### src/rtl/gray_monitor.sv
// gray_monitor: tracks a 3-bit Gray step counter into a binary position, lap count and fault status.
// Optional Ovf rise checking is compiled in with GRAY_MON_OVF_CHECK_EN.
module gray_monitor #(
    parameter int CNT_W = 16,
    parameter int ERR_W = 4
) (
    input  logic             clk,
    input  logic             rst_n,
    input  logic             valid,
    input  logic [2:0]       gray,
    input  logic             ovf,
    input  logic             resync,
    output logic [2:0]       bin,
    output logic [CNT_W-1:0] count,
    output logic             locked,
    output logic             err,
    output logic [ERR_W-1:0] err_cnt
);
    typedef enum logic [1:0] {UNLOCKED, LOCKED, FAULT} state_t;
    localparam logic [CNT_W-4:0] LAP_ONE = 1;
    state_t state;
    logic [2:0] prev, n, p;
    logic [CNT_W-4:0] laps;
    logic wrap, ok, bad_ovf;
    logic [ERR_W-1:0] err_inc;

    function automatic logic [2:0] g2b(input logic [2:0] g);
        return {g[2], g[2] ^ g[1], g[2] ^ g[1] ^ g[0]};
    endfunction

`ifdef GRAY_MON_OVF_CHECK_EN
    logic ovf_prev;
    always_ff @(posedge clk or negedge rst_n)
        if (!rst_n) ovf_prev <= 1'b0;
        else if (valid) ovf_prev <= ovf;
    // An Ovf rise is only credible on the sample that wraps 7 -> 0
    assign bad_ovf = ovf && !ovf_prev && !wrap;
`else
    logic unused_ovf;
    assign unused_ovf = ovf;
    assign bad_ovf = 1'b0;
`endif

    // p+1 is taken modulo 8, so the wrap step is also covered by it
    always_comb begin
        n = g2b(gray);
        p = g2b(prev);
        wrap = p == 3'd7 && n == 3'd0;
        ok = !bad_ovf && (n == p || n == p + 3'd1);
        err_inc = err_cnt + ERR_W'(err_cnt != '1);
    end

    assign count = {laps, bin};
    assign locked = state == LOCKED;

    always_ff @(posedge clk or negedge rst_n) begin
        if (!rst_n) begin
            state <= UNLOCKED;
            prev <= '0;
            bin <= '0;
            laps <= '0;
            err <= 1'b0;
            err_cnt <= '0;
        end else if (resync) begin
            state <= UNLOCKED;
        end else if (valid) begin
            prev <= gray;
            if (state == UNLOCKED) begin
                bin <= n;
                laps <= '0;
                state <= LOCKED;
            end else if (state == LOCKED && ok) begin
                bin <= n;
                if (wrap) laps <= laps + LAP_ONE;
            end else if (state == LOCKED || gray != prev) begin
                err <= 1'b1;
                err_cnt <= err_inc;
                state <= FAULT;
            end
        end
    end
endmodule
### config.mk
export PLATFORM = sky130hd
export DESIGN_NAME = gray_monitor
export DESIGN_NICKNAME = d
export VERILOG_FILES = /design/src/rtl/gray_monitor.sv
export SDC_FILE = /design/constraint.sdc
export NUM_CORES = 1
export LEC_CHECK = 0
export CELL_PAD_IN_SITES_DETAIL_PLACEMENT = 1
export CELL_PAD_IN_SITES_GLOBAL_PLACEMENT = 1
export CORE_ASPECT_RATIO = 1.2
export CORE_MARGIN = 10
export CORE_UTILIZATION = 35
export DETAILED_ROUTE_END_ITERATION = 10
export GPL_TIMING_DRIVEN = 0
export HOLD_SLACK_MARGIN = 0.12
export PLACE_DENSITY_LB_ADDON = 0.1
export SYNTH_ARGS = -nofsm -noshare
export SYNTH_HDL_FRONTEND = slang
export SYNTH_SLANG_ARGS = --single-unit
### constraint.sdc
create_clock -name clk -period 3.2 [get_ports clk]
set_input_delay 0.32 -clock clk [delete_from_list [all_inputs] [get_ports clk]]
set_output_delay 0.32 -clock clk [all_outputs]
set_load 0.05 [all_outputs]
==> impl_metrics.sql <==
INSERT INTO impl_metrics (metric_group, metric, value, unit) VALUES
('timing', 'post-route-min-period', '2.50', 'ns'),
('place', 'dp_cells', '246', ''),
('hold_path', 'min_to', 'bin[2]', ''),
('power', 'power_per_cell_area', '856', 'mW/mm2'),
('routing', 'drc', '0', ''),
('timing', 'tightest_slew', '0.683', 'ns'),
('logic_synthesis', 'synth_edf_count', '0', ''),
('logic_synthesis', 'syn_area_per_cell', '10.5', 'um2'),
('logic_synthesis', 'synth_fp_nets', '171', ''),
('floorplanning', 'ioPinCount', '33', ''),
('timing', 'finClkSkew', '0.00963', 'ns'),
('logic_synthesis', 'synth.yosys.warnings', '0', ''),
('setup_path', 'cp_data_arrival_time', '2.67', 'ns'),
('routing', 'detailedRoute.firstPassIterationCount', '4', ''),
('hold_path', 'whs_path_depth', '2', ''),
('global_route', 'global_route.overflow_total', '0', ''),
('routing', 'top_signal_layer_used', 'met4', ''),
('clock_network', 'tritoncts_num_sinks', '26', ''),
('power', 'power.total', '1800', 'uW'),
('routing', 'wl_met2', '2.36', 'mm'),
('clock_network', 'clock_tree.htree_level_count', '1', ''),
('setup_path', 'setup.worst_path.start_class', 'flop', ''),
('setup_path', 'timing.reg2reg.worst_path_depth', '7', ''),
('power', 'total_leakage_power', '0.000933', 'uW'),
('setup_path', 'critical-path-top-cell-by-count', 'sky130_fd_sc_hd__mux2i_1', ''),
('clock_network', 'worst_skew_pair.late_latency', '0.27', 'ns'),
('place', 'place.port_buffers', '29', ''),
('logic_synthesis', 'synthesis.area', '0.00167', 'mm2'),
('setup_path', 'timing.rr.end', 'err_cnt[1]', ''),
('clock_network', 'clk_path_buf_depth', '2', ''),
('clock_network', 'cts_resized', '0', ''),
('timing', 'setup_total_negative_slack', '0', 'ns'),
('finish', 'drive_gt1_share', '13.5', '%'),
('finish', 'final_net_count', '206', ''),
('logic_synthesis', 'synthesis.instances', '159', ''),
('finish', 'syn_to_final_growth', '26.3', '%'),
('floorplanning', 'area_of_the_placeable_core', '0.00459', 'mm2'),
('setup_path', 'crit_fanout', '5', ''),
('logic_synthesis', 'ys_async_sr_fraction', '100', '%'),
('finish', 'fillers', '540', ''),
('routing', 'wl_final', '4.41', 'mm'),
('clock_network', 'clock_tree_from_tritoncts', 'done', ''),
('floorplanning', 'die_width', '83.0', 'um'),
('hold_path', 'holdCritPathClass', 'in -> reg', ''),
('global_route', 'first_global_vias', '1551', ''),
('setup_path', 'slowest_stage', 'sky130_fd_sc_hd__dfrtp_1', ''),
('logic_synthesis', 'register_bit_count_reported_by_yosys', '26', ''),
('timing', 'total_count_of_max_transition_violations_in_the_final_report', '0', ''),
('power', 'p_sw', '844', 'uW'),
('routing', 'via_count', '1393', ''),
('hold_path', 'worstHoldStart', 'gray[2]', ''),
('clock_network', 'clk_slew_on_worst_s_h_paths', '0.10', 'ns'),
('place', 'detailed_place.area', '0.00203', 'mm2'),
('setup_path', 'worst_ep_required_time', '3.37', 'ns'),
('timing', 'unrepaired_setup_endpoints_after_global_routing', 'no', ''),
('timing', 'number_of_endpoints_failing_setup_at_the_final_stage', '0', ''),
('place', 'gp_congestion', '0.781', ''),
('finish', 'number_of_diodes_added_for_antenna_fixing', '0', ''),
('global_route', 'grt_first_pass_wirelength', '7.60', 'mm'),
('floorplanning', 'start_util', '36.3', '%'),
('timing', 'normalized_max_slew_margin', '54.1', '%'),
('timing', 'final.period_utilization', '78.3', '%'),
('run_status', 'run_status', 'finished clean', ''),
('timing', 'fmax', '0.399', 'GHz'),
('setup_path', 'worst_setup_path_category', 'reg -> reg', ''),
('power', 'clockPowerShare', '15.2', '%'),
('routing', 'route.detailed.vias_per_inst', '5.55', ''),
('power', 'seq_power_share', '29.8', '%'),
('global_route', 'grt_max_degree', '27', ''),
('power', 'swShare', '46.8', '%'),
('timing', 'hold_viol', '0', '');
## through the flow
stage / hold WS [ns] / setup WS, ns
floorplan: 0.0244 / 0.945
global placement: 0.451 / 0.473
detailed placement: 0.470 / 0.422
CTS: 0.320 / 0.629
global route: 0.315 / 0.495
finish: 0.325 / 0.696
## cell usage after synthesis, types with 2 or more instances
cell type / number / area [um2]
sky130_fd_sc_hd__a221o_1: 4 / 40.0
sky130_fd_sc_hd__dfrtp_1: 26 / 651
sky130_fd_sc_hd__buf_6: 2 / 22.5
sky130_fd_sc_hd__nor2_1: 12 / 45.0
sky130_fd_sc_hd__o211ai_1: 3 / 22.5
sky130_fd_sc_hd__nand2_1: 4 / 15.0
sky130_fd_sc_hd__o21ai_0: 6 / 30.0
sky130_fd_sc_hd__buf_4: 3 / 22.5
sky130_fd_sc_hd__nor2b_1: 2 / 12.5
sky130_fd_sc_hd__xor2_1: 5 / 43.8
sky130_fd_sc_hd__mux2_2: 5 / 56.3
sky130_fd_sc_hd__mux2i_1: 3 / 30.0
sky130_fd_sc_hd__ha_1: 4 / 50.1
sky130_fd_sc_hd__a311oi_1: 2 / 17.5
sky130_fd_sc_hd__nand4_1: 5 / 31.3
sky130_fd_sc_hd__and4_1: 3 / 26.3
sky130_fd_sc_hd__clkbuf_1: 2 / 7.51
sky130_fd_sc_hd__mux2_4: 2 / 30.0
sky130_fd_sc_hd__nor3_1: 4 / 20.0
sky130_fd_sc_hd__and3_1: 11 / 68.8
sky130_fd_sc_hd__inv_1: 11 / 41.3
sky130_fd_sc_hd__a31oi_1: 8 / 50.1
sky130_fd_sc_hd__nand3_1: 4 / 20.0
sky130_fd_sc_hd__nand2b_1: 4 / 25.0
## power by group through the flow
stage                     logic, uW  registers [uW]  clock network [uW]
after floorplan                 379             840                   0
after global placement          988             536                   0
final                           991             538                 275
after detailed placement       1010             546                   0
after CTS                      1010             540                 287
after global routing           1050             561                 301
## layout make-up
type                            count  area [um2]  area share, %
Inverter                           11        41.3           1.96
Clock buffer                        3        41.3           1.96
Tap cell                           58        72.6           3.44
Clock inverter                      1        30.0           1.43
Buffer                              7        52.6           2.49
Multi-Input combinational cell    115         923           43.8
Timing Repair Buffer               30         295           14.0
Sequential cell                    26         651           30.9
## sequential cells by signal, indices dropped and copies added, names as in the netlist
register  flops
err           1
prev          3
laps         13
err_cnt       4
bin           3
state         2
## per-layer routing
| layer | up-vias | track usage, % |
|---|---|---|
| met1 | 709 | 13.4 |
| li1 | 662 | - |
| met5 | - | 0 |
| met2 | 20 | 20.1 |
| met3 | 2 | 2.82 |
| met4 | 0 | 3.27 |
## critical path: cells and delay by family (launching register included)
family / cells / cell delay [ns]
fa+ha+maj: 1 / 0.40
flops: 1 / 0.44
simple gates: 1 / 0.21
mux: 3 / 0.92
xor+xnor: 2 / 0.43
## cells by family (layout without fill, tap and decap cells)
logic type / count (synthesis) / count (layout) / share of synthesized area, %
AND/OR/NAND/NOR: 59 / 59 / 20.8
AO/OA/AOI/OAI: 30 / 30 / 14.2
flip-flops: 26 / 26 / 39.0
buffers and inverters: 18 / 52 / 5.63
multiplexers: 13 / 13 / 9.83
XOR/XNOR: 9 / 9 / 7.58
adder cells (fa/ha/maj): 4 / 4 / 3.00
## repair_timing
action,4_1_cts,5_1_grt
buffers inserted,0,0
hold endpoints to repair,0,26
hold buffers,0,1
## how the worst max path moves through the flow
stage | start | to | slack (ns) | depth (start not counted)
after global routing | prev[1] | err_cnt[1] | 0.49 | 7
after detailed placement | gray[0] | bin[2] | 0.42 | 6
final | prev[1] | err_cnt[1] | 0.70 | 7
after floorplan | prev[1] | err_cnt[0] | 0.94 | 7
after global placement | gray[0] | bin[2] | 0.47 | 6
after CTS | prev[1] | err_cnt[1] | 0.63 | 7
## layout by cell type (no fill, tap or decap), drive strengths merged, types with 3 or more instances in the layout
master and n:
mux2 8, ha 4, nand4 5, a221o 4
nor3 5, inv 11, and4 3, xor2 5
o21ai 7, nand2b 4, nand3 4, clkbuf 5
dfrtp 26, buf 6, a31oi 8, mux2i 4
nand2 4, and3 11, o211ai 3, nor2 12
clkdlybuf4s50 28
Note: power is estimated with default switching activity, not from simulation.
